--- src/rtl/wam_pkg.sv ---
// wam_pkg: shared constants, types and BCD digit helper for the whack-a-mole player side
package wam_pkg;

    localparam int          NHOLE     = 8;
    localparam logic [15:0] SCORE_MAX = 16'h9999;
    localparam logic [7:0]  COUNT_MAX = 8'hFF;

    typedef logic [3:0] bcd_t;

    typedef enum logic {IDLE, HIT} hole_st_t;

    // one BCD digit plus a small addend; returns {carry, digit}
    function automatic logic [4:0] bcd_add(input bcd_t a, input logic [3:0] b);
        logic [4:0] s;
        s = {1'b0, a} + {1'b0, b};
        return (s > 5'd9) ? {1'b1, 4'(s - 5'd10)} : s;
    endfunction

endpackage

--- src/rtl/wam_hit_if.sv ---
// wam_hit_if: player-side bus between the game harness and the hit judge
interface wam_hit_if
    import wam_pkg::*;
();
    logic             run;
    logic [NHOLE-1:0] btn;
    logic [NHOLE-1:0] holes;
    logic [NHOLE-1:0] hit;
    logic [15:0]      score;
    logic [7:0]       miss;
    logic [7:0]       combo;
    logic             cout0;

    modport master (output run, btn, holes, input hit, score, miss, combo, cout0);
    modport slave  (input run, btn, holes, output hit, score, miss, combo, cout0);
endinterface

--- src/rtl/wam_dbn.sv ---
// wam_dbn: two-flop synchroniser, debounce and registered rising-edge press pulse for one button
module wam_dbn #(
    parameter int DB_CYCLES = 4
) (
    input  logic clk_i,
    input  logic rst_i,
    input  logic btn_i,
    output logic press_o
);
    localparam int CW = $clog2(DB_CYCLES);

    logic [1:0]    sync_q;
    logic [CW-1:0] cnt_q, cnt_d;
    logic          stable_q, stable_d, prev_q, press_q;

    // accept a new level only after DB_CYCLES consecutive differing samples
    always_comb begin
        cnt_d    = '0;
        stable_d = stable_q;
        if (sync_q[1] != stable_q) begin
            if (cnt_q == CW'(DB_CYCLES - 1))
                stable_d = sync_q[1];
            else
                cnt_d = cnt_q + CW'(1);
        end
    end

    // synchroniser, debounce state and one-cycle press on a stable rise
    always_ff @(posedge clk_i) begin
        if (rst_i) begin
            sync_q   <= '0;
            cnt_q    <= '0;
            stable_q <= 1'b0;
            prev_q   <= 1'b0;
            press_q  <= 1'b0;
        end else begin
            sync_q   <= {sync_q[0], btn_i};
            cnt_q    <= cnt_d;
            stable_q <= stable_d;
            prev_q   <= stable_q;
            press_q  <= stable_q & ~prev_q;
        end
    end

    assign press_o = press_q;
endmodule

--- src/rtl/wam_hit.sv ---
// wam_hit: judges debounced presses against live moles, drives hit flags and keeps score/miss/combo
module wam_hit
    import wam_pkg::*;
#(
    parameter int DB_CYCLES = 4,
    parameter int HIT_HOLD  = 8
) (
    input  logic     clk_19,
    input  logic     clr,
    wam_hit_if.slave bus
);
    localparam int HW = $clog2(HIT_HOLD);

    logic [NHOLE-1:0] press, new_hit, miss_v, hit_v;
    hole_st_t         st_q   [NHOLE];
    logic [HW-1:0]    hold_q [NHOLE];
    logic [3:0]       n;
    logic [4:0]       a0, a1, a2, a3;
    logic [15:0]      score_q, score_d;
    logic [7:0]       miss_q, miss_d, combo_q, combo_d;
    logic [8:0]       combo_sum;
    logic             cout0_q, cout0_d;

    for (genvar i = 0; i < NHOLE; i++) begin : g_dbn
        wam_dbn #(.DB_CYCLES(DB_CYCLES)) u_dbn (
            .clk_i  (clk_19),
            .rst_i  (clr),
            .btn_i  (bus.btn[i]),
            .press_o(press[i])
        );
    end

    // a press counts only on an idle hole while running; mole up is a hit, else a miss
    always_comb begin
        for (int k = 0; k < NHOLE; k++) begin
            new_hit[k] = press[k] & bus.run & (st_q[k] == IDLE) & bus.holes[k];
            miss_v[k]  = press[k] & bus.run & (st_q[k] == IDLE) & ~bus.holes[k];
            hit_v[k]   = st_q[k] == HIT;
        end
    end

    // per-hole FSMs: hold hit until the mole clears or the hold window expires
    always_ff @(posedge clk_19) begin
        for (int k = 0; k < NHOLE; k++) begin
            if (clr || !bus.run) begin
                st_q[k]   <= IDLE;
                hold_q[k] <= '0;
            end else if (st_q[k] == IDLE) begin
                if (new_hit[k]) begin
                    st_q[k]   <= HIT;
                    hold_q[k] <= HW'(HIT_HOLD - 1);
                end
            end else if (!bus.holes[k] || hold_q[k] == '0) begin
                st_q[k] <= IDLE;
            end else begin
                hold_q[k] <= hold_q[k] - 1'b1;
            end
        end
    end

    // BCD score add with rippled carries; a carry out of the top digit clamps to 9999
    always_comb begin
        n         = 4'($countones(new_hit));
        a0        = bcd_add(score_q[3:0], n);
        a1        = bcd_add(score_q[7:4], {3'b0, a0[4]});
        a2        = bcd_add(score_q[11:8], {3'b0, a1[4]});
        a3        = bcd_add(score_q[15:12], {3'b0, a2[4]});
        score_d   = a3[4] ? SCORE_MAX : {a3[3:0], a2[3:0], a1[3:0], a0[3:0]};
        cout0_d   = a0[4] & ~a3[4];
        miss_d    = (|miss_v && miss_q != COUNT_MAX) ? miss_q + 1'b1 : miss_q;
        combo_sum = {1'b0, combo_q} + {5'b0, n};
        combo_d   = |miss_v ? {4'b0, n} : (combo_sum[8] ? COUNT_MAX : combo_sum[7:0]);
    end

    // score, miss, combo and level-up pulse registers
    always_ff @(posedge clk_19) begin
        if (clr) begin
            score_q <= '0;
            miss_q  <= '0;
            combo_q <= '0;
            cout0_q <= 1'b0;
        end else begin
            score_q <= score_d;
            miss_q  <= miss_d;
            combo_q <= combo_d;
            cout0_q <= cout0_d;
        end
    end

    assign bus.hit   = hit_v;
    assign bus.score = score_q;
    assign bus.miss  = miss_q;
    assign bus.combo = combo_q;
    assign bus.cout0 = cout0_q;
endmodule
--- src/flat_wrapper.sv ---
// flat-port wrapper written by rule: the top's interface ports become plain ports
module wam_hit_flat import wam_pkg::*;
#(
    parameter int DB_CYCLES = 4,
    parameter int HIT_HOLD  = 8
)
  (clk_19, clr, bus_run, bus_btn, bus_holes, bus_hit, bus_score, bus_miss, bus_combo, bus_cout0);
  wam_hit_if bus_i ();
  input  logic clk_19;
  input  logic clr;
  input wire logic [$bits(bus_i.run)-1:0] bus_run;
  input wire logic [$bits(bus_i.btn)-1:0] bus_btn;
  input wire logic [$bits(bus_i.holes)-1:0] bus_holes;
  output wire logic [$bits(bus_i.hit)-1:0] bus_hit;
  output wire logic [$bits(bus_i.score)-1:0] bus_score;
  output wire logic [$bits(bus_i.miss)-1:0] bus_miss;
  output wire logic [$bits(bus_i.combo)-1:0] bus_combo;
  output wire logic [$bits(bus_i.cout0)-1:0] bus_cout0;
  assign bus_i.run = bus_run;
  assign bus_i.btn = bus_btn;
  assign bus_i.holes = bus_holes;
  assign bus_hit = bus_i.hit;
  assign bus_score = bus_i.score;
  assign bus_miss = bus_i.miss;
  assign bus_combo = bus_i.combo;
  assign bus_cout0 = bus_i.cout0;
  wam_hit #(.DB_CYCLES(DB_CYCLES), .HIT_HOLD(HIT_HOLD)) u_core (.clk_19(clk_19), .clr(clr), .bus(bus_i));
endmodule
--- config.mk ---
export PLATFORM = sky130hd
export DESIGN_NAME = wam_hit_flat
export DESIGN_NICKNAME = d
export VERILOG_FILES = /design/src/rtl/wam_pkg.sv /design/src/rtl/wam_hit_if.sv /design/src/rtl/wam_dbn.sv /design/src/rtl/wam_hit.sv /design/src/flat_wrapper.sv
export SDC_FILE = /design/constraint.sdc
export NUM_CORES = 1
export LEC_CHECK = 0
export CORE_UTILIZATION = 50
export CTS_BUF_LIST = sky130_fd_sc_hd__clkbuf_16
export DETAILED_ROUTE_END_ITERATION = 7
export DONT_BUFFER_PORTS = 1
export PLACE_DENSITY = 0.64
export SYNTH_ARGS = -nofsm -noshare
export SYNTH_HDL_FRONTEND = slang
export SYNTH_SLANG_ARGS = --single-unit
--- constraint.sdc ---
create_clock -name clk_19 -period 25.3 [get_ports clk_19]
set_input_delay 5.06 -clock clk_19 [delete_from_list [all_inputs] [get_ports clk_19]]
set_output_delay 5.06 -clock clk_19 [all_outputs]
set_load 0.01 [all_outputs]
# Word level (Yosys, flattened, before mapping)
# Memories as Yosys holds them, arrays and structs flattened.
# Cells that the tools add are included.
dict set report totals {
  regBits 89
  mem_bits_rw 32
  in_bits 19
  out_inout_bits 41
  word_cells 391
  memories 2
}
dict set report op_classes {
  add_sub_neg 33
  n_lt_le_gt_ge 4
  eq_ne 17
  muxes 137
  n_bitwise 106
  n_reduce_logical 46
}
# memory depth word_bits rd rd_ports_with_merged_regs wr line
set memory_table {}
lappend memory_table {u_core.hold_q 8 3 8 0 8 wam_hit.sv:16} ;# logic [HW-1:0] hold_q [NHOLE];
lappend memory_table {u_core.st_q 8 1 8 0 8 wam_hit.sv:15} ;# hole_st_t st_q [NHOLE];
# cell count
set ops {}
lappend ops {{1-bit 2-to-1 mux} 114}
lappend ops {{3-bit 2-to-1 mux} 16}
lappend ops {{1-bit bitwise AND} 41}
lappend ops {{1-bit inverter} 33}
lappend ops {{1-bit bitwise OR} 32}
lappend ops {{3-bit logical NOT} 8}
lappend ops {{3-bit OR reduction} 8}
lappend ops {{3-bit by 1-bit subtractor with 3-bit output (second input constant)} 8}
lappend ops {{5-bit by 4-bit > comparator with 1-bit output (second input constant)} 4}
lappend ops {{5-bit 2-to-1 mux} 4}
lappend ops {{2-bit by 1-bit adder with 2-bit output (second input constant)} 8}
lappend ops {{2-bit equality test (second input constant)} 8}
lappend ops {{16-bit 2-to-1 mux} 1}
lappend ops {{2-bit AND reduction} 8}
lappend ops {{4-bit subtractor (second input constant)} 4}
lappend ops {{4-bit by 1-bit adder with 5-bit output} 3}
lappend ops {{4-bit adder} 3}
lappend ops {{8-bit by 4-bit adder with 9-bit output} 1}
lappend ops {{1-bit logical NOT} 9}
lappend ops {{1-bit logical OR} 9}
lappend ops {{9-bit OR reduction} 1}
lappend ops {{1-bit by 1-bit adder with 2-bit output} 4}
lappend ops {{8-bit by 1-bit adder with 8-bit output (second input constant)} 1}
lappend ops {{8-bit 2-to-1 mux} 1}
lappend ops {{7 further kinds} 14}

# Logic depth before layout (Yosys ltp)
# Gate-level depths: netlist of run 1.
# An unclocked memory read counts as a cell.
dict set report logic_depth {
  depth_word 21
  depth_mapped 42
  mapped_depth_nobuf 40
}

# By module
# From an unflattened synthesis of run 1, not the netlist that was laid out.
dict set report hier_totals {
  hier_cells 572
  hier_area_um2 5960.7
}
# module n_inst cells_per_inst area_per_inst_um2 seq_area_each_um2
set by_module_without_submodules {}
lappend by_module_without_submodules {wam_hit 1 436 4169.0 1621.6}
lappend by_module_without_submodules {wam_dbn 8 17 224.0 140.1}

# Least setup slack after synthesis of run 1
# No wires, ideal clock.
dict set report synth_path {
  path_type {input to register}
  from {input port bus_run}
  to {register u_core.score_q[10] (netlist: u_core.bus.score[10])}
  setup_time_ns 0.116
  arrival_ns 13.540
  t_required_ns 25.184
  slack_ns 11.644
  stages 41
  path_buffers 2
  path_cell_list {clkbuf_1 > and4b_1 > ha_1 > fa_1 > inv_1 > fa_1 > inv_1 > ha_1 > inv_1 > fa_1 > inv_1 > ha_1 > xor2_1 > ha_1 > nor2b_1 > a31o_1 > o311ai_2 > ha_1 > [5 not listed] > a21o_1 > ha_1 > ha_1 > xnor2_1 > ha_1 > nor2b_1 > o32ai_1 > a21o_1 > ha_1 > ha_1 > xnor2_1 > ha_1 > nor2b_1 > a31o_1 > a21oi_1 > or2_1 > buf_2 > nor2_1}
}
dict set report synth_via {
  elab_chain_len 19
  word_cells_on_any_way 45
  classes_between {add/sub (12); order compare (4); mux (4); bitwise (24); reduce/logical (1)}
}
# element line
set synth_lines {}
lappend synth_lines {{start: declaration} flat_wrapper.sv:11} ;# input wire logic [$bits(bus_i.run)-1:0] bus_run;
lappend synth_lines {{1-bit bitwise AND (3 in series)} wam_hit.sv:36} ;# new_hit[k] = press[k] & bus.run & (st_q[k] == IDLE) & bus.holes[k];
lappend synth_lines {{1-bit by 1-bit adder with 2-bit output (not written as such)} wam_hit.sv:63} ;# n = 4'($countones(new_hit));
lappend synth_lines {{4-bit adder (not written as such)} wam_hit.sv:63}
lappend synth_lines {{4-bit adder (not written as such) *} wam_hit.sv:63}
lappend synth_lines {{4-bit by 4-bit adder with 5-bit output *} wam_pkg.sv:15} ;# s = {1'b0, a} + {1'b0, b};
lappend synth_lines {{5-bit by 4-bit > comparator with 1-bit output} wam_pkg.sv:16} ;# return (s > 5'd9) ? {1'b1, 4'(s - 5'd10)} : s;
lappend synth_lines {{5-bit 2-to-1 mux *} wam_pkg.sv:16}
lappend synth_lines {{4-bit by 1-bit adder with 5-bit output *} wam_pkg.sv:15}
lappend synth_lines {{5-bit by 4-bit > comparator with 1-bit output} wam_pkg.sv:16}
lappend synth_lines {{5-bit 2-to-1 mux *} wam_pkg.sv:16}
lappend synth_lines {{4-bit by 1-bit adder with 5-bit output *} wam_pkg.sv:15}
lappend synth_lines {{5-bit by 4-bit > comparator with 1-bit output} wam_pkg.sv:16}
lappend synth_lines {{5-bit 2-to-1 mux *} wam_pkg.sv:16}
lappend synth_lines {{4-bit by 1-bit adder with 5-bit output} wam_pkg.sv:15}
lappend synth_lines {{5-bit by 4-bit > comparator with 1-bit output} wam_pkg.sv:16}
lappend synth_lines {{5-bit 2-to-1 mux} wam_pkg.sv:16}
lappend synth_lines {{2-bit OR reduction (no source line)} -}
lappend synth_lines {{end signal: assignment} wam_hit.sv:83} ;# score_q <= score_d;
lappend synth_lines {{end: declaration} wam_hit.sv:19} ;# logic [15:0] score_q, score_d;
# Every way passes the cells marked *; elsewhere a longest branch is shown, timed or not.
# A chain may end at the register's enable or synchronous reset.

# Worst setup path after layout of run 1
dict set report layout_path {
  from {input port bus_holes[3]}
  to {register u_core.score_q[2] (netlist: u_core.bus.score[2])}
}
dict set report layout_via {
  elab_chain_len 17
  word_cells_on_any_way 18
  classes_between {add/sub (8); order compare (4); mux (4); bitwise (1); reduce/logical (1)}
}
# element line
set layout_lines {}
lappend layout_lines {{start: declaration} flat_wrapper.sv:13} ;# input wire logic [$bits(bus_i.holes)-1:0] bus_holes;
lappend layout_lines {{1-bit bitwise AND *} wam_hit.sv:36}
lappend layout_lines {{1-bit by 1-bit adder with 2-bit output (not written as such) *} wam_hit.sv:63}
lappend layout_lines {{4-bit adder (not written as such) * (2 in series)} wam_hit.sv:63}
lappend layout_lines {{4-bit by 4-bit adder with 5-bit output *} wam_pkg.sv:15}
lappend layout_lines {{5-bit by 4-bit > comparator with 1-bit output} wam_pkg.sv:16}
lappend layout_lines {{5-bit 2-to-1 mux *} wam_pkg.sv:16}
lappend layout_lines {{4-bit by 1-bit adder with 5-bit output} wam_pkg.sv:15}
lappend layout_lines {{5-bit by 4-bit > comparator with 1-bit output} wam_pkg.sv:16}
lappend layout_lines {{5-bit 2-to-1 mux} wam_pkg.sv:16}
lappend layout_lines {{4-bit by 1-bit adder with 5-bit output} wam_pkg.sv:15}
lappend layout_lines {{5-bit by 4-bit > comparator with 1-bit output} wam_pkg.sv:16}
lappend layout_lines {{5-bit 2-to-1 mux} wam_pkg.sv:16}
lappend layout_lines {{4-bit by 1-bit adder with 5-bit output} wam_pkg.sv:15}
lappend layout_lines {{5-bit by 4-bit > comparator with 1-bit output} wam_pkg.sv:16}
lappend layout_lines {{5-bit 2-to-1 mux} wam_pkg.sv:16}
lappend layout_lines {{2-bit OR reduction (no source line)} -}
# Marked as above.

==> results of run 1 <==
## critical path, delay by kind of cell
| kind | cells | cell delay [ns] |
|---|---|---|
| compound gates | 8 | 2.46 |
| xor+xnor | 4 | 0.63 |
| fa+ha+maj | 16 | 4.51 |
| buf+inv | 5 | 0.31 |
| simple gates | 7 | 1.49 |
## layout by cell type (no fill, tap or decap), types with 6 or more instances in the layout
cell type,instances
edfxtp_1,32
mux2i_1,11
nor2b_1,44
nand3_1,10
inv_1,76
dfxtp_1,89
clkbuf_16,20
ha_1,49
nand4b_1,9
o21ai_1,24
nor3b_1,6
o21ai_0,13
or3_1,9
a21oi_1,14
nor3_1,15
nand2_1,34
fa_1,6
nor2_1,65
xnor2_1,18
## registers in the layout (all words and copies together), names as in the netlist, 8 cells and up
name                         flops
u_core.g_dbn.u_dbn.prev_q        8
u_core.g_dbn.u_dbn.stable_q      8
u_core.g_dbn.u_dbn.cnt_q        16
u_core.bus.combo                 8
u_core.st_q                      8
u_core.bus.score                16
u_core.g_dbn.u_dbn.press_o       8
u_core.bus.miss                  8
u_core.g_dbn.u_dbn.sync_q       16
u_core.hold_q                   24
## where the power goes
group          switching, mW  internal [mW]
registers            0.00248          0.203
logic                0.00579        0.00494
clock network         0.0848          0.151
total                 0.0930          0.359
## cell families after synthesis
group                      after synthesis
AOI/OAI and AO/OA                       82
xor gates and xnor gates                21
adders and majority gates               55
buffers and inverters                   94
DFF                                    121
muxes                                   15
and+or+nand+nor                        225
## through the flow
step / instances / power, mW / worst slack [ns] / util
after floorplan: 613 / 0.220 / 11.64 / -
final: 768 / 0.452 / 11.13 / 0.576
after detailed placement: 737 / 0.220 / 10.71 / 0.525
after global routing: 768 / 0.470 / 10.29 / 0.576
after global placement: 737 / 0.219 / 11.21 / 0.525
after CTS: 768 / 0.457 / 11.10 / 0.576
## cells in the mapped netlist, types with 3 or more instances
library cell,instances,area share
fa_1,6,0.020
dfxtp_1,89,0.30
buf_2,4,0.0033
nor3b_1,6,0.0075
nand2b_1,5,0.0052
ha_1,49,0.10
nor2b_1,44,0.046
a21oi_1,14,0.012
and4bb_1,5,0.010
and4b_1,5,0.0083
nor3_1,15,0.013
or2_1,3,0.0031
a211oi_1,3,0.0038
inv_1,74,0.046
mux2i_1,11,0.018
nor2_1,65,0.041
and3_1,3,0.0031
nand2_1,34,0.021
or3_1,9,0.0094
edfxtp_1,32,0.16
and4bb_2,3,0.0063
a31o_1,3,0.0044
buf_4,8,0.010
xnor2_1,18,0.026
a21o_1,5,0.0063
mux2_1,4,0.0075
a2111oi_0,4,0.0058
xor2_1,3,0.0044
o21ai_1,24,0.020
nand4_1,3,0.0031
nand4b_1,9,0.013
nand3_1,10,0.0083
o21ai_0,13,0.011
clkbuf_1,8,0.0050
## final timing paths
check / start / endpoint / slack (ns) / cells after the start
max reg2reg: u_core.st_q[3] / u_core.bus.score[2] / 15.28 / 39
min reg2reg: u_core.g_dbn[0].u_dbn.prev_q / u_core.g_dbn[0].u_dbn.press_o / 0.38 / 1
max: bus_holes[3] / u_core.bus.score[2] / 11.13 / 40
min: u_core.g_dbn[0].u_dbn.prev_q / u_core.g_dbn[0].u_dbn.press_o / 0.38 / 1
## metal layers
layer  GRT usage  part of all wire
met4      0.0937             0.013
met5           0                 0
met2       0.312              0.48
met3      0.0664             0.061
met1       0.214              0.44
## area by class of cell
class	count	share of cell area
multi-input combinational	398	0.430
clock buffer	20	0.0751
tap	143	0.0269
sequential	121	0.412
clock inverter	11	0.0135
timing repair buffer	1	0.00113
inverter	74	0.0417
==> impl_results.md, run 1 <==
- Status: finished with violations
- Failing checks: DRC
- N_diodes: 0
- # nets final: 687
- Port Buffers: 0
- Syn Area/Cell: 9.78 sq um
- Leak: 2.85 nW
- Register Area: 0.00274 sq mm
- Detailed Routing Iterations Pass 1: 6
- Setup Skew: 0.0129 ns
- Routability Congestion: 0.847
- Final setup violation count: 0
- Post-Syn Instances: 613
- Initial Util: 0.518
- #FFs+latches synth: 121
- Worst endpoint required time: 25.59 ns
- Vias in the first global route: 4,082
- Synth Area in XOR/XNOR: 0.0307
- Unrepaired setup endpoints after global routing: false
- Multi-input logic area: 0.00287 sq mm
- Initial antenna violation count: 0
- Pwr dens: 67.9 mW/mm^2
- DRT antenna net count: 0
- Main combinational cell family by area after synthesis: simple AND/OR/NAND/NOR gates
- Netlist cell types: 51
- Post-synthesis cell area: 0.00600 sq mm
- DR WL/cell: 14.1 um
- Final HPWL DP: 7820 um
- Slew HR: 0.581
- Setup bufs post-CTS: 0
- CTS tree: built
- Largest vdd supply drop: 0.0000386 V
- Critical path type: in -> reg
- Fin crit period: 14.17 ns
- Max Cap Violations: 0
- Layout cells sized above 1: 0.0624
- CP most frequent cell: ha_1
- DR DRC count: 6
- Max-slew violations: 0
- Via count: 4,086
- Root buffer cell: clkbuf_16
- Filler instances: 995
- Post-DP Area: 0.00607 sq mm
- Post-CTS Resized: 0
- Compound-Gate Fraction of Synth Area: 0.0881
- Ys flop type: dfxtp_1
- CP Capture Type: register
- EDFF count, synth: 32
- Fmax: 70.6 MHz
- FFs w/ async S/R, synth: 0
- Hold slack final: 0.381 ns
- WP data arrival: 14.46 ns
- CP Max Fanout: 9
- Setup TNS: 0 ns
- Hold Path Class: reg -> reg
- Hold Vio Cnt, Final: 0
- First-pass GRT wire length: 18,400 um
- Die X-Extent: 112 um
- Sequential-to-total area share from yosys stat: 0.457
- Synth Area in Adders: 0.122
- Net Count, Synth: 687
- Synth warnings: 0
- CTS Sinks: 121
- # IOs: 60
- GRT overflow: 0
- Vias per Instance: 5.32
- H-tree levels: 4
- Syn-to-layout area delta: 11.1%
- Fin area: 0.00666 sq mm
- Cell at the slowest stage of the critical path: fa_1
- Die height: 112 um
- Die footprint: 0.0124 sq mm
- Row count: 39
- Crit-path max cell delay: 0.50 ns
- Type of origin of the critical path: input pin
- Max Root-Sink Buffers: 2
- Core Area: 0.0116 sq mm
- Simple-gate share of the synthesized area: 0.211
- Clock buffer count from CTS: 17
- Fin crit share: 0.560
- Clk slew on worst S/H paths: 0.05 ns
- Overall routed net length: 10,800 um
- GR Util All Layers: 0.187
- Drt initial violations: 212
- Hold_buf cts: 0
- Post-synthesis mux area share: 0.0259
- Worst slew pin tran: 0.629 ns
- Largest net degree at the start of global routing: 68
- Clock Latency Late Sink: 0.41 ns
(Power assumes the default switching activity.)
==> inputs of run 2 (changes only) <==
--- a/config.mk
+++ b/config.mk
@@ -5,11 +5,12 @@
 export SDC_FILE = /design/constraint.sdc
 export NUM_CORES = 1
 export LEC_CHECK = 0
+export ABC_AREA = 1
 export CORE_UTILIZATION = 50
 export CTS_BUF_LIST = sky130_fd_sc_hd__clkbuf_16
 export DETAILED_ROUTE_END_ITERATION = 7
 export DONT_BUFFER_PORTS = 1
-export PLACE_DENSITY = 0.64
+export PLACE_DENSITY = 0.67
 export SYNTH_ARGS = -nofsm -noshare
 export SYNTH_HDL_FRONTEND = slang
 export SYNTH_SLANG_ARGS = --single-unit
==> constraint.sdc (replaced) <==
create_clock -name clk_19 -period 11.75 [get_ports clk_19]
set_input_delay 2.35 -clock clk_19 [delete_from_list [all_inputs] [get_ports clk_19]]
set_output_delay 2.35 -clock clk_19 [all_outputs]
set_load 0.01 [all_outputs]
==> run 2 against run 1 <==
Compared with the run above: the flow now finishes without violations; critical path depth up 6; routed wire length down 0.25%; global-route usage up 0.50 points; first-iteration DRC count up 13%; largest cell class is now registers.
==> impl_results.md, run 2 <==
- Status: complete, no violations
- Synth area leader: dfxtp_1
- Register Area: 0.00274 sq mm (unchanged)
- CTS tree: built
- Pwr dens: 149 mW/mm^2 (+120%)
- Comb pwr share: 0.025 (about the same)
- Total power: 0.979 mW (+120%)
- Int Pwr: 0.770 mW (+110%)
- Core Area: 0.0115 sq mm (-0.84%)
- Hold_buf cts: 0 (unchanged)
- Hold Path Class: reg -> reg
- Synth warnings: 0 (unchanged)
- Share of the synthesized area in the top cell type: 0.301 (+0.00339)
- Post-Syn Instances: 704 (+15%)
- Setup crit end: u_core.bus.score[7]
- Setup TNS: 0 ns (unchanged)
- Vias in the first global route: 4,312 (+5.6%)
- Unrepaired setup endpoints after global routing: false
- Sw Ratio: 0.213 (+0.00760)
- Hold slack final: 0.389 ns (+0.00720 ns)
- DR WL/cell: 12.6 um (-11%)
- Setup bufs post-CTS: 0 (unchanged)
- Largest net degree at the start of global routing: 57 (-16%)
- Final WS setup: 2.18 ns (-8.95 ns)
- Fin crit share: 0.814
- RR Endpoint: u_core.bus.score[7]
- Layout Utilization: 0.572 (-0.00383)
- Setup Skew: 0.00998 ns (-0.00289 ns)
- Worst reg2reg path depth: 47 (+21%)
- DRT antenna net count: 0 (unchanged)
- Worst slew pin tran: 0.677 ns (+0.0484 ns)
- Post-CTS Resized: 0 (unchanged)
- Root buffer cell: clkbuf_16
- Crit-path max cell delay: 0.54 ns (+0.04 ns)
- Switching power of the nets: 0.209 mW (+120%)
- H-tree levels: 4 (unchanged)
- CP Capture Type: register
- Clock Latency Late Sink: 0.41 ns (about the same)
- Final setup violation count: 0 (unchanged)
- GRT overflow: 0 (unchanged)
- Clk slew on worst S/H paths: 0.06 ns (about the same)
- CP Max Fanout: 7 (-2)
- Largest vdd supply drop: 0.0000912 V (+140%)
- Drt initial violations: 239 (+13%)
- R2R setup slack: 3.61 ns (-11.67 ns)
- GR Util All Layers: 0.192 (+0.00502)
- Net Count, Synth: 778 (+13%)
- Critical path type: in -> reg
- Detailed Routing Iterations Pass 1: 4 (-2)
- Max Root-Sink Buffers: 2 (unchanged)
- Clk network pwr share: 0.524 (+0.002)
- Critical R2R Launch: u_core.st_q[7]
- Row count: 39 (unchanged)
- Netlist cell types: 30 (-41%)
- Ys flop type: dfxtp_1
- Fmax: 105 MHz
- Commonest cells in the netlist: inv_1 (149), dfxtp_1 (89), nand2_1 (80), nor2_1 (80), nand3_1 (50)
- Leak: 3.00 nW (+5.1%)
- Routability Congestion: 0.841 (-0.72%)
- Slew HR: 0.548 (-0.0328)
- # IOs: 60 (unchanged)
- FFs w/ async S/R, synth: 0 (unchanged)
- Commonest cells after routing, fill and taps aside: inv_1 (150), dfxtp_1 (89), nand2_1 (80), nor2_1 (80), nand3_1 (50)
- Post-DP Area: 0.00597 sq mm (-1.7%)
- Cell at the slowest stage of the critical path: fa_1
- Fin area: 0.00656 sq mm (-1.5%)
- Multi-input logic area: 0.00248 sq mm (-13%)
- Clock buffer count from CTS: 17 (unchanged)
- Max reg flops: 24 (unchanged)
- CTS Sinks: 121 (unchanged)
- First-pass GRT wire length: 18,900 um (+2.6%)
- WP data arrival: 9.87 ns (-4.59 ns)
- Count leader, synth: inv_1
- DP Worst Slack: 1.79 ns (-8.92 ns)
- Overall routed net length: 10,800 um (-0.25%)
- Most common cell after layout, fill and taps aside: inv_1
- N_diodes: 0 (unchanged)
- #FFs+latches synth: 121 (unchanged)
- Type of origin of the critical path: input pin
- Post-synthesis cell area: 0.00593 sq mm (-1.1%)
- Syn Area/Cell: 8.42 sq um (-14%)
- Biggest register: u_core.hold_q
- Max Cap Violations: 0 (unchanged)
- Initial antenna violation count: 0 (unchanged)
- Layout cells sized above 1: 0.0587 (-0.00374)
- Port Buffers: 0 (unchanged)
- CP startpoint: bus_holes[6]
- EDFF count, synth: 32 (unchanged)
- Hold Vio Cnt, Final: 0 (unchanged)
- Filler instances: 1,002 (+0.70%)
- Die X-Extent: 111 um (-0.56%)
- Sequential-to-total area share from yosys stat: 0.463 (+0.00521)
- Synth area leaders: dfxtp_1 (30%), edfxtp_1 (16%), ha_1 (10%)
- Fin crit period: 9.57 ns
- Part of the power in registers: 0.451 (-0.003)
- Fin cells: 859 (+12%)
- Worst endpoint required time: 12.06 ns (-13.53 ns)
- # nets final: 777 (+13%)
- Final HPWL DP: 7910 um (+1.2%)
- Max-slew violations: 0 (unchanged)
- Die footprint: 0.0123 sq mm (-1.1%)
- Placed Cells: 827 (+12%)
- Initial Util: 0.517 (-0.00148)
- Via count: 4,383 (+7.3%)
- Die height: 111 um (-0.56%)
- Syn-to-layout area delta: 10.7%
- Vias per Instance: 5.10 (-4.1%)
- DR DRC count: 0 (-6)
run 2: cell count changes in the layout (fill, tap and decap cells not counted), sizes merged, moves of 17 or more:
cell,previous run,this run
nand4,3,21
nor2b,44,0
nand3,10,50
nand2,34,84
a21oi,15,42
inv,80,155
nor2,65,82
run 2: layout make-up:
type	instances	area share
Sequential cell	121	0.418
Tap cell	143	0.0273
Inverter	151	0.0864
Clock buffer	18	0.0686
Multi-Input combinational cell	412	0.378
Clock inverter	14	0.0221
run 2: logic make-up (layout without fill, tap and decap cells):
family	count (synthesis)	count (layout)	synth area share
simple gates	250	250	0.188
buf+inv	171	183	0.119
flops	121	121	0.463
compound gates	95	95	0.0891
fa+ha+maj	55	55	0.124
xor+xnor	12	12	0.0177
run 2: per-layer routing:
metal / vias to the layer above / part of all wire / global-route usage
met5: - / 0 / 0
met4: 0 / 0.017 / 0.0978
met3: 14 / 0.059 / 0.0694
met2: 94 / 0.48 / 0.316
met1: 2008 / 0.44 / 0.220
li1: 2267 / - / -
run 2: worst min path at each step:
stage                                    end                    startpoint  slack [ns]  cells after the start
3_3_place_gp   u_core.g_dbn[3].u_dbn.press_o  u_core.g_dbn[3].u_dbn.prev_q        0.38                      1
3_5_place_dp   u_core.g_dbn[3].u_dbn.press_o  u_core.g_dbn[3].u_dbn.prev_q        0.38                      1
6_report       u_core.g_dbn[1].u_dbn.press_o  u_core.g_dbn[1].u_dbn.prev_q        0.39                      1
2_1_floorplan  u_core.g_dbn[0].u_dbn.press_o  u_core.g_dbn[0].u_dbn.prev_q        0.37                      1
4_1_cts        u_core.g_dbn[1].u_dbn.press_o  u_core.g_dbn[1].u_dbn.prev_q        0.39                      1
5_1_grt        u_core.g_dbn[2].u_dbn.press_o  u_core.g_dbn[2].u_dbn.prev_q        0.41                      1
run 2: worst max-delay path, delay by kind of cell:
family                   cells  cell delay (ns)
AO/OA/AOI/OAI                1             0.05
AND/OR/NAND/NOR             18             1.77
buffers and inverters        8             0.52
XOR/XNOR                     3             0.81
adder cells (fa/ha/maj)     16             4.36
run 2: power by group through the flow:
stage	clock network, mW	logic, mW	registers (mW)
after floorplan	0	0.0265	0.448
after global placement	0	0.0237	0.450
after detailed placement	0	0.0248	0.450
after CTS	0.525	0.0251	0.441
after global routing	0.547	0.0298	0.442
final	0.513	0.0247	0.441
==> inputs of run 3 (changes only) <==
==> constraint.sdc (replaced) <==
create_clock -name clk_19 -period 8.8 [get_ports clk_19]
set_input_delay 1.76 -clock clk_19 [delete_from_list [all_inputs] [get_ports clk_19]]
set_output_delay 1.76 -clock clk_19 [all_outputs]
set_load 0.01 [all_outputs]
==> run 3 against run 2 <==
Compared with the run above: die area did not move; combinational power up 36%; core utilization rose by 1.3 points; cell count grew 1.6%; sequential power rose by 34%; clock skew is 0.0036 ns lower; critical path depth is 2 lower; clock power grew 34%; sequential share of layout area is 0.96 points lower; total power increased by 34%; non-clock buffer count grew 14; hold slack gained 0.0022 ns; critical path type unchanged; critical endpoint is now u_core.bus.score[5]; largest power group unchanged.
==> impl_results.md, run 3 (same netlist as run 2, synthesis figures left out) <==
- Pwr dens: 195 mW/mm^2 (+31%)
- Clock Latency Late Sink: 0.41 ns (about the same)
- Syn-to-layout area delta: 13.3%
- H-tree levels: 4 (unchanged)
- Switching power of the nets: 0.274 mW (+31%)
- GR Util All Layers: 0.205 (+0.0126)
- Port Buffers: 0 (unchanged)
- Clk slew on worst S/H paths: 0.05 ns (about the same)
- Layout Utilization: 0.586 (+0.0134)
- Cell family with most CP delay: adder cells
- Largest vdd supply drop: 0.000149 V (+64%)
- Overall routed net length: 11,500 um (+6.7%)
- First-pass GRT wire length: 20,200 um (+6.8%)
- Hold Path Class: reg -> reg
- Status: complete, no violations
- Hold Vio Cnt, Final: 0 (unchanged)
- Most used routing layer: met2
- Vias in the first global route: 4,418 (+2.5%)
- Core Area: 0.0115 sq mm (unchanged)
- Setup Skew: 0.00635 ns (-0.00363 ns)
- Row count: 39 (unchanged)
- Hold_buf cts: 0 (unchanged)
- Detailed Routing Iterations Pass 1: 4 (unchanged)
- Initial Util: 0.517 (unchanged)
- # IOs: 60 (unchanged)
- Final setup violation count: 0 (unchanged)
- Initial antenna violation count: 0 (unchanged)
- Worst endpoint required time: 9.13 ns (-2.93 ns)
- Max-slew violations: 0 (unchanged)
- Commonest cells after routing, fill and taps aside: inv_1 (149), dfxtp_1 (89), nor2_1 (80)
- Sw Ratio: 0.210 (-0.00365)
- CP Max Fanout: 8 (+1)
- Max Root-Sink Buffers: 2 (unchanged)
- Largest net degree at the start of global routing: 57 (unchanged)
- Int Pwr: 1.03 mW (+34%)
- Vias per Instance: 5.15 (+0.87%)
- Max reg flops: 24 (unchanged)
- DR DRC count: 0 (unchanged)
- Root buffer cell: clkbuf_16
- WP data arrival: 8.65 ns (-1.22 ns)
- Drt initial violations: 217 (-9.2%)
- Most common cell after layout, fill and taps aside: inv_1
- Layout cells sized above 1: 0.0904 (+0.0318)
- Met1 Use GR: 0.249 (+0.0291)
- Fin crit period: 8.32 ns
- Type of origin of the critical path: input pin
- CTS Sinks: 121 (unchanged)
- Die height: 111 um (unchanged)
- CP most frequent cell: nand2_1
- GRT met3 Usage: 0.0651 (-0.00437)
- Fin crit share: 0.945
- N_diodes: 0 (unchanged)
- CP Capture Type: register
- Comb pwr share: 0.026 (about the same)
- Final HPWL DP: 8190 um (+3.5%)
- # nets final: 791 (+1.8%)
- Cell at the slowest stage of the critical path: fa_1
- Total power: 1.31 mW (+34%)
- Met2 GRT Util: 0.335 (+0.0190)
- Filler instances: 975 (-2.7%)
- Biggest register: u_core.hold_q
- Leak: 3.06 nW (+2.1%)
- WP buf/inv: 7 (-1)
- Max Cap Violations: 0 (unchanged)
- Worst slew pin tran: 0.641 ns (-0.0367 ns)
- GRT overflow: 0 (unchanged)
- Die footprint: 0.0123 sq mm (unchanged)
- DRT antenna net count: 0 (unchanged)
- Routability Congestion: 0.840 (-0.17%)
- Die X-Extent: 111 um (unchanged)
- Via count: 4,493 (+2.5%)
- Fmax: 120 MHz
- DR WL/cell: 13.2 um (+5.0%)
- Slew HR: 0.572 (+0.0245)
- Critical path type: in -> reg
- CTS tree: built
- Crit-path max cell delay: 0.53 ns (about the same)
- Clock buffer count from CTS: 17 (unchanged)
- Part of the power in registers: 0.450 (about the same)
- Clk network pwr share: 0.524 (about the same)
## run 3: cell type report
cell class              count  area (sq um)  area share
flip-flops and latches    121          2740       0.408
multi-input cells         412          2540       0.378
inverters                 151           567      0.0844
clock buffers              17           425      0.0633
well taps                 143           179      0.0266
clock inverters            15           160      0.0238
repair buffers             14           105      0.0156
## run 3: power by group through the flow
stage               combinational (mW)  clock [mW]  sequential (mW)
floorplan                       0.0353           0            0.598
global placement                0.0316           0            0.600
detailed placement              0.0334           0            0.601
CTS                             0.0341       0.697            0.589
global route                    0.0406       0.723            0.590
finish                          0.0335       0.686            0.589
## run 3: worst paths after layout
| kind | start | end | slack, ns | depth (start not counted) |
|---|---|---|---|---|
| min | u_core.g_dbn[1].u_dbn.prev_q | u_core.g_dbn[1].u_dbn.press_o | 0.39 | 1 |
| max | bus_holes[4] | u_core.bus.score[5] | 0.48 | 44 |
| min reg2reg | u_core.g_dbn[1].u_dbn.prev_q | u_core.g_dbn[1].u_dbn.press_o | 0.39 | 1 |
| max reg2reg | u_core.st_q[4] | u_core.bus.score[5] | 1.29 | 45 |
## run 3: through the flow
step / hold WS [ns] / cell area, sq um / setup TNS [ns] / worst slack, ns / instances
after floorplan: 0.373 / 5940 / 0 / 0.0229 / 704
after global placement: 0.378 / 6060 / 0 / 0.105 / 838
after detailed placement: 0.384 / 6060 / -1.60 / -0.190 / 838
after CTS: 0.392 / 6640 / 0 / 0.169 / 870
after global routing: 0.413 / 6720 / -0.591 / -0.102 / 873
final: 0.391 / 6720 / 0 / 0.482 / 873
## run 3: routing by layer
| layer | vias to the layer above | routed length [um] |
|---|---|---|
| met4 | 0 | 130 |
| met1 | 2093 | 5120 |
| met2 | 81 | 5660 |
| li1 | 2306 | - |
| met5 | - | 0 |
| met3 | 13 | 635 |
## run 3: repair_timing
item | in CTS | in global routing
buffers inserted | 0 | 3
gates resized for setup | 0 | 12
setup endpoints to repair | 0 | 16
